### src/rtl/csr_access_ctrl.sv
// ---------------------------------------------------------------------------
// csr_access_ctrl
//
// Sequences CSR instructions (CSRRW / CSRRS / CSRRC) and trap entry against
// a single-port CSR file. An instruction is a read cycle followed by an
// optional write cycle. Trap entry writes mepc (0x341) and mcause (0x342),
// then reads mtvec (0x305).
//
// Handshakes:
//   ins_req_i / ins_ack_o : the requester holds ins_req_i and its operands
//     until it sees ins_ack_o high. ins_ack_o is high only in the cycle
//     where the request is really taken at the next enabled edge.
//     Completion is signalled later by a one-cycle ins_done_o.
//   trap_req_i / trap_ack_o : the requester holds trap_req_i, trap_pc_i and
//     trap_cause_i until trap_ack_o, which marks the end of the whole trap
//     sequence. Traps win over instructions in IDLE. No request is taken
//     in the cycle where trap_ack_o is high, so a trap request that is
//     still held cannot start a second sequence.
//   With clk_en_i low nothing advances; pulses and strobes stay as they are
//   until the next enabled edge.
//
// Ports:
//   clk_i, resetb_i       clock, asynchronous active-low reset
//   clk_en_i              clock enable for all state
//   ins_*_i               instruction request, op, address, operand, flags
//   ins_ack_o             accept pulse (same cycle as the accepting edge)
//   ins_done_o            completion pulse, qualified by ins_illegal_o
//   ins_rd_data_o         old CSR value, held until next capture
//   trap_req_i/pc/cause   trap entry request and its data
//   trap_ack_o            trap sequence done, trap_vec_o valid
//   csr_*                 CSR file port (combinational read data)
//   fsm_state_o           debug view of the sequencer state
// ---------------------------------------------------------------------------
module csr_access_ctrl #(
  parameter int C_XLEN = 32
) (
  input  logic              clk_i,
  input  logic              resetb_i,
  input  logic              clk_en_i,
  // instruction side
  input  logic              ins_req_i,
  input  logic [1:0]        ins_op_i,
  input  logic [11:0]       ins_addr_i,
  input  logic [C_XLEN-1:0] ins_src_i,
  input  logic              ins_rd_nz_i,
  input  logic              ins_src_nz_i,
  output logic              ins_ack_o,
  output logic              ins_done_o,
  output logic              ins_illegal_o,
  output logic [C_XLEN-1:0] ins_rd_data_o,
  // trap side
  input  logic              trap_req_i,
  input  logic [C_XLEN-1:0] trap_pc_i,
  input  logic [C_XLEN-1:0] trap_cause_i,
  output logic              trap_ack_o,
  output logic [C_XLEN-1:0] trap_vec_o,
  // CSR file port
  output logic              csr_rd_en_o,
  output logic              csr_wr_en_o,
  output logic [11:0]       csr_addr_o,
  output logic [C_XLEN-1:0] csr_wr_data_o,
  input  logic [C_XLEN-1:0] csr_rd_data_i,
  // debug
  output logic [2:0]        fsm_state_o
);

  typedef enum logic [2:0] {
    IDLE       = 3'd0,
    INS_RD     = 3'd1,
    INS_WR     = 3'd2,
    TRAP_EPC   = 3'd3,
    TRAP_CAUSE = 3'd4,
    TRAP_VEC   = 3'd5
  } state_t;

  localparam logic [11:0] ADDR_MEPC   = 12'h341;
  localparam logic [11:0] ADDR_MCAUSE = 12'h342;
  localparam logic [11:0] ADDR_MTVEC  = 12'h305;

  state_t              state;

  // operands captured at instruction accept
  logic [1:0]          op_q;
  logic [11:0]         addr_q;
  logic [C_XLEN-1:0]   src_q;
  logic                wr_need_q;
  logic                illegal_q;

  // cause is written one cycle after accept, so it is kept here
  logic [C_XLEN-1:0]   trap_cause_q;

  // decode of the incoming request. op 00 behaves as RW, so only op[1]
  // distinguishes RW from the read-modify-write flavours.
  logic                wr_need_in;
  logic                rd_need_in;
  logic                illegal_in;
  logic                idle_free;
  logic                trap_take;
  logic                ins_take;
  logic [C_XLEN-1:0]   wr_data_nx;

  assign wr_need_in = ~ins_op_i[1] | ins_src_nz_i;
  assign rd_need_in = ins_op_i[1] | ins_rd_nz_i;
  // addr[11:10] == 11 is the read-only CSR space
  assign illegal_in = wr_need_in & (ins_addr_i[11:10] == 2'b11);

  // trap_ack_o high means the trap requester has not yet had a chance to
  // drop its request; taking anything now would restart the trap.
  assign idle_free  = (state == IDLE) & ~trap_ack_o;
  assign trap_take  = idle_free & trap_req_i;
  assign ins_take   = idle_free & ins_req_i & ~trap_req_i;

  // the acknowledge is only shown when the accepting edge is enabled, so a
  // requester never drops its request for an accept that did not happen
  assign ins_ack_o  = ins_take & clk_en_i & resetb_i;

  assign fsm_state_o = state;

  // new CSR value, built from the value being read in INS_RD
  always_comb begin
    wr_data_nx = src_q;
    case (op_q)
      2'b10:   wr_data_nx = csr_rd_data_i | src_q;
      2'b11:   wr_data_nx = csr_rd_data_i & ~src_q;
      default: wr_data_nx = src_q;
    endcase
  end

  always_ff @(posedge clk_i or negedge resetb_i) begin
    if (!resetb_i) begin
      state         <= IDLE;
      op_q          <= 2'b00;
      addr_q        <= '0;
      src_q         <= '0;
      wr_need_q     <= 1'b0;
      illegal_q     <= 1'b0;
      trap_cause_q  <= '0;
      ins_done_o    <= 1'b0;
      ins_illegal_o <= 1'b0;
      ins_rd_data_o <= '0;
      trap_ack_o    <= 1'b0;
      trap_vec_o    <= '0;
      csr_rd_en_o   <= 1'b0;
      csr_wr_en_o   <= 1'b0;
      csr_addr_o    <= '0;
      csr_wr_data_o <= '0;
    end else if (clk_en_i) begin
      // completion pulses last one enabled cycle
      ins_done_o    <= 1'b0;
      ins_illegal_o <= 1'b0;
      trap_ack_o    <= 1'b0;

      case (state)
        IDLE: begin
          csr_rd_en_o   <= 1'b0;
          csr_wr_en_o   <= 1'b0;
          csr_addr_o    <= '0;
          csr_wr_data_o <= '0;
          if (trap_take) begin
            trap_cause_q  <= trap_cause_i;
            csr_wr_en_o   <= 1'b1;
            csr_addr_o    <= ADDR_MEPC;
            csr_wr_data_o <= trap_pc_i;
            state         <= TRAP_EPC;
          end else if (ins_take) begin
            op_q        <= ins_op_i;
            addr_q      <= ins_addr_i;
            src_q       <= ins_src_i;
            wr_need_q   <= wr_need_in;
            illegal_q   <= illegal_in;
            csr_rd_en_o <= rd_need_in;
            csr_addr_o  <= ins_addr_i;
            state       <= INS_RD;
          end
        end

        INS_RD: begin
          // captured even when no read strobe was issued, so rd data is
          // always the value the write (if any) was based on
          ins_rd_data_o <= csr_rd_data_i;
          csr_rd_en_o   <= 1'b0;
          if (wr_need_q && !illegal_q) begin
            csr_wr_en_o   <= 1'b1;
            csr_addr_o    <= addr_q;
            csr_wr_data_o <= wr_data_nx;
            state         <= INS_WR;
          end else begin
            csr_addr_o    <= '0;
            ins_done_o    <= 1'b1;
            ins_illegal_o <= illegal_q;
            state         <= IDLE;
          end
        end

        INS_WR: begin
          csr_wr_en_o   <= 1'b0;
          csr_addr_o    <= '0;
          csr_wr_data_o <= '0;
          ins_done_o    <= 1'b1;
          state         <= IDLE;
        end

        TRAP_EPC: begin
          csr_addr_o    <= ADDR_MCAUSE;
          csr_wr_data_o <= trap_cause_q;
          state         <= TRAP_CAUSE;
        end

        TRAP_CAUSE: begin
          csr_wr_en_o   <= 1'b0;
          csr_wr_data_o <= '0;
          csr_rd_en_o   <= 1'b1;
          csr_addr_o    <= ADDR_MTVEC;
          state         <= TRAP_VEC;
        end

        TRAP_VEC: begin
          trap_vec_o  <= csr_rd_data_i;
          csr_rd_en_o <= 1'b0;
          csr_addr_o  <= '0;
          trap_ack_o  <= 1'b1;
          state       <= IDLE;
        end

        default: begin
          csr_rd_en_o <= 1'b0;
          csr_wr_en_o <= 1'b0;
          state       <= IDLE;
        end
      endcase
    end
  end

endmodule

### config.mk
export PLATFORM = sky130hd
export DESIGN_NAME = csr_access_ctrl
export DESIGN_NICKNAME = d
export VERILOG_FILES = /design/src/rtl/csr_access_ctrl.sv
export SDC_FILE = /design/constraint.sdc
export NUM_CORES = 1
export LEC_CHECK = 0
export ABC_CLOCK_PERIOD_IN_PS = 1800
export BUFFER_PORTS_ARGS = -buffer_cell sky130_fd_sc_hd__buf_2
export CAP_MARGIN = 15
export CORE_ASPECT_RATIO = 0.7
export CORE_MARGIN = 8
export CORE_UTILIZATION = 30
export CTS_CLUSTER_SIZE = 10
export DETAILED_ROUTE_END_ITERATION = 16
export GPL_ROUTABILITY_DRIVEN = 1
export GPL_TIMING_DRIVEN = 1
export PLACE_DENSITY = 0.59
export SYNTH_ARGS = -nofsm -noshare
export SYNTH_HDL_FRONTEND = slang
export SYNTH_SLANG_ARGS = --single-unit
### constraint.sdc
create_clock -name clk_i -period 1.8 [get_ports clk_i]
set_input_delay 0 -clock clk_i [delete_from_list [all_inputs] [get_ports clk_i]]
set_output_delay 0 -clock clk_i [all_outputs]
set_load 0.005 [all_outputs]
; ---- Word-level counts from Yosys, hierarchy flattened
; Index checks and enable logic that the tools add are counted.
; W data, S select, Z words.
[word_totals]
word_cells = 85
ff_bits = 196
[op_classes]
eq_ne = 10
n_reduce_logical = 18
n_bitwise = 18
muxes = 23
[ops]
columns = operator, n
row1 = $pmux W32 S4, 1
row2 = $mux W32, 2
row3 = $pmux W32 S2, 1
row4 = $pmux W12 S5, 1
row5 = $mux W12, 3
row6 = $and A32 B32 Y32, 1
row7 = $not A32 Y32, 1
row8 = $or A32 B32 Y32, 1
row9 = $pmux W3 S4, 1
row10 = $reduce_and A2 Y1, 5
row11 = $reduce_and A3 Y1, 3
row12 = $mux W1, 8
row13 = $reduce_or A2 Y1, 4
row14 = $and A1 B1 Y1, 7
row15 = $eq A2 B2 Y1 const B, 3
row16 = $eq A3 B2 Y1 const B, 2
row17 = $eq A3 B3 Y1 const B, 2
row18 = $mux W3, 2
row19 = $not A1 Y1, 6
row20 = $pmux W1 S3, 2
row21 = $reduce_bool A5 Y1, 1
row22 = $reduce_and A4 Y1, 1
row23 = $reduce_bool A4 Y1, 1
row24 = $eq A3 B1 Y1 const B, 1
row25 = other kinds (8), 9

; ---- Depth between registers and ports, before layout
[depth]
ltp_word = 7
depth_mapped = 7

; ---- Worst setup path after synthesis
; OpenSTA, ideal clock, no wires.
[synth_timing]
path_kind = register to register
startpoint = register state[1] (netlist: fsm_state_o[1])
endpoint = register csr_wr_en_o
setup_slack_ps = 219
stages_incl_launch_ff = 6
period_less_slack_ps = 1581
setup_ps = 126
required_ps = 1674
t_arrival_ps = 1455
path_cell_list = dfrtp_1 buf_6 or4b_1 and3_1 o21ai_2 nand2_1
[synth_between]
elab_chain_len = 5
[synth_rtl]
columns = item, line_no
row1 = from (decl), 80  ; state_t state;
row2 = from (signal assigned), 131  ; state <= IDLE;
row3 = from (signal assigned), 164  ; state <= TRAP_EPC;
row4 = from (signal assigned), 173  ; state <= INS_RD;
row5 = $logic_not A3 Y1, "109, 153"
row6 = $and A1 B1 Y1, 109  ; assign idle_free = (state == IDLE) & ~trap_ack_o;
row7 = $and A1 B1 Y1, 110  ; assign trap_take = idle_free & trap_req_i;
row8 = $mux W1, 159  ; if (trap_take) begin
row9 = $pmux W1 S3, 153  ; case (state)
row10 = to (signal assigned), 156  ; csr_wr_en_o <= 1'b0;
row11 = to (signal assigned), 161  ; csr_wr_en_o <= 1'b1;
row12 = to (signal assigned), 183  ; csr_wr_en_o <= 1'b1;
row13 = to (decl), 59  ; output logic csr_wr_en_o,
; Parallel ways exist; a longest one is shown, timed or not.
; A chain may end at the register's enable or synchronous reset.

; ---- Worst setup path after layout
[layout_timing]
startpoint = register state[2] (netlist: fsm_state_o[2])
endpoint = output port ins_ack_o
[layout_between]
elab_chain_len = 6
[layout_rtl]
columns = item, line_no
row1 = $logic_not A3 Y1, 109
row2 = $and A1 B1 Y1, 109
row3 = $and A1 B1 Y1 (2 in a row), 111  ; assign ins_take = idle_free & ins_req_i & ~trap_req_i;
row4 = $and A1 B1 Y1 (2 in a row), 115  ; assign ins_ack_o = ins_take & clk_en_i & resetb_i;
row5 = to (decl), 47  ; output logic ins_ack_o,
; No other way between the ends.

==> flow_metrics.env <==
export IMPL_grt_first_pass_wirelength_mm=47.7
export IMPL_critPathMaxStageDelay_ps=400
export IMPL_synth_edf_count=0
export IMPL_dr_pass1_iters=4
export IMPL_synth_main_ff_cell="dfrtp_1"
export IMPL_clk_pin_slew_ps=80
export IMPL_slew_headroom=0.652
export IMPL_postSynthAreaPerCell_um2=12.1
export IMPL_cp_start_kind="flop"
export IMPL_fin_skew_ps=11.0
export IMPL_slew_violations=0
export IMPL_p_seq_frac=0.391
export IMPL_cts_tree="done"
export IMPL_synth_cell_type_count=44
export IMPL_fillers=2671
export IMPL_path_class="reg -> out"
export IMPL_clock_sinks=196
export IMPL_worst_path_max_delay_cell="dfrtp_1"
export IMPL_crit_required_ps=1800
export IMPL_power_leakage_nw=5.91
export IMPL_finalCritPeriodShare=0.959
export IMPL_die_area_um2=34900
export IMPL_cts_buffers=17
export IMPL_worst_slew_pin_slew_ps=509
export IMPL_avgViaCountPerCell=4.86
export IMPL_grt_overflow_total=0
export IMPL_dp_hpwl_mm=20.8
export IMPL_area_growth_pct=47.6
export IMPL_ir_worst_vdd_uv=900
export IMPL_synth_top_cell_area_share=0.561
export IMPL_switchingPower_mw=7.16
export IMPL_synth_nets=872
export IMPL_die_w_um=220
export IMPL_fin_util=0.449
export IMPL_port_buffers=265
export IMPL_ant_nets=0
export IMPL_yosys_top_cells_area="dfrtp_1, mux2_2, a21oi_1"
export IMPL_n_antenna_cell=0
export IMPL_synth_area_leader_cell="dfrtp_1"
export IMPL_drc=0
export IMPL_initial_utilization=0.304
export IMPL_hold_viol_final=0
export IMPL_place_area_um2=10700
export IMPL_drive_above_1_share=0.424
export IMPL_worstPathArrival_ps=1730
export IMPL_clk_latency_ps=450
export IMPL_power_mw=20.2
export IMPL_holdWs_ps=55.2
export IMPL_place_congestion=0.785
export IMPL_fmax_mhz=579
export IMPL_final_cell_area_um2=12900
export IMPL_rows=52
export IMPL_antenna_found_initial=0
export IMPL_via_count=7479
export IMPL_htreeDepth=4
export IMPL_p_clk_frac=0.196
export IMPL_status="finished, final reports clean"
export IMPL_swShare=0.354
export IMPL_ys_warn_count=0
export IMPL_endpoint_kind="output port"
export IMPL_setup_viol_count_final=0
export IMPL_core_um2=28800
export IMPL_grt_pass1_vias=8061
export IMPL_power_density_nw_per_um2=1570
export IMPL_path_cells="buf_6 > nor3_4 > and2_4 > buf_12 > and3_4 > buf_4"
export IMPL_seq_area_frac_synth=0.561
export IMPL_gr_usage_all_layers=0.175
export IMPL_wl_mm=30.7
export IMPL_rsz0062_at_grt="true"
export IMPL_maxCapViolations=0
export IMPL_wl_per_cell_um=19.9
export IMPL_cp_max_fo=11
export IMPL_nets=1296
export IMPL_drt_iter0_drc=463
export IMPL_grt_max_degree=61
export IMPL_p_int_mw=13.1
export IMPL_ios=266
export IMPL_syn_inst=723
export IMPL_cts_root_buf="clkbuf_16"
export IMPL_layout_min_cycle_time_ps=1730
export IMPL_async_reset_ff_frac=1.00
export IMPL_hold_class="in -> async"
export IMPL_die_y_um=159
export IMPL_comb_power_share=0.413
export IMPL_syn_area_um2=8740
export IMPL_cts_buffer_depth=2
export IMPL_synth_seq_cells=196
[cell type report]
cell class	count	area, um2	area share
Inverter	6	22.5	0.00174
Multi-Input combinational cell	470	3550	0.275
Sequential cell	196	4910	0.380
Timing Repair Buffer	456	3360	0.260
Clock inverter	10	119	0.00921
Tap cell	378	473	0.0366
Clock buffer	22	484	0.0375
[timing repair]
item | 4_1_cts | 5_1_grt
resized for setup | 4 | 8
pin swaps | 1 | 5
hold buffers | 147 | 0
setup endpoints to repair | 1 | 59
setup buffers | 4 | 3
hold endpoints to repair | 386 | 0
[power groups by stage]
stage                     sequential (mW)  clock, mW  combinational, mW
after floorplan                      7.83          0               4.54
after global placement               7.90          0               7.89
after detailed placement             7.98          0               8.02
after CTS                            7.92       4.10               8.35
after global routing                 8.21       4.26               9.21
final                                7.92       3.97               8.36
[synth_stat cells (4+ instances only)]
cell	count
and2_1	33
o221ai_1	32
buf_4	9
a221oi_1	7
buf_2	20
a31oi_1	32
nand2_1	45
nor2_1	55
mux2_1	14
o211ai_1	4
inv_1	5
a21oi_1	70
buf_6	9
o21ai_0	10
clkbuf_1	10
mux2_2	128
dfrtp_1	196
and3_1	5
[cell usage in the layout (no fill, tap or decap), drive strengths merged]
cell         netlist  final
a2111oi            1      1
a211oi             1      1
a21o               2      2
a21oi             70     70
a221oi             7      7
a22oi              3      3
a31oi             32     32
and2              33     33
and3               5      5
and3b              2      2
buf               38    308
bufinv             0      2
clkbuf            13     23
clkinv             0      3
clkinvlp           0      3
dfrtp            196    196
dlygate4sd3        0    147
inv                6      8
mux2             142    142
nand2             45     45
nand2b             3      3
nand3              2      2
nand4              1      1
nor2              58     58
nor2b              3      3
nor3               1      1
nor3b              3      3
o211ai             4      4
o21ai             11     11
o221ai            32     32
o22ai              2      2
o2bb2ai            1      1
o31a               1      1
o31ai              2      2
o32ai              1      1
or3                1      1
or4b               1      1
[layer usage]
layer / wire length (um) / track usage
met1: 13900 / 0.232
met2: 14300 / 0.276
met3: 2090 / 0.0537
met4: 402 / 0.0451
met5: 0 / 0
[path summary, 6_finish.rpt]
path	cells past startpoint	to	start	slack, ps
setup / recovery	6	ins_ack_o	fsm_state_o[2]	70
hold / removal	2	addr_q[7]	resetb_i	60
setup reg to reg	6	csr_wr_en_o	fsm_state_o[2]	80
hold reg to reg	1	trap_vec_o[13]	trap_vec_o[13]	490
max in group asynchronous	3	src_q[15]	resetb_i	1060
min in group clk_i	4	csr_wr_data_o[29]	trap_pc_i[29]	60
[cells by family after synthesis]
| family | count (synthesis) | synth area share |
|---|---|---|
| AO/OA/AOI/OAI | 170 | 0.124 |
| buffers and inverters | 57 | 0.0394 |
| flip-flops | 196 | 0.561 |
| multiplexers | 142 | 0.183 |
| AND/OR/NAND/NOR | 158 | 0.0923 |
[worst max-delay path: cells and delay by family (launching register included)]
kind | cells | cell delay (ps)
flops | 1 | 400
simple gates | 3 | 490
buf+inv | 3 | 390
[registers in the layout, summed over array words and instances (netlist names)]
name           flops
csr_wr_en_o        1
trap_vec_o        32
trap_cause_q      32
ins_rd_data_o     32
op_q               2
wr_need_q          1
trap_ack_o         1
fsm_state_o        3
csr_rd_en_o        1
ins_done_o         1
csr_wr_data_o     32
csr_addr_o        12
illegal_q          1
addr_q            12
src_q             32
ins_illegal_o      1
[per-stage QoR]
step           cells  worst slack [ps]  setup TNS (ps)
2_1_floorplan    723               219               0
3_3_place_gp    1352               126               0
3_5_place_dp    1352              77.5               0
4_1_cts         1535              4.24               0
5_1_grt         1538             -6.96           -6.96
6_report        1538              73.2               0
Note: power is estimated with default switching activity, not from simulation.
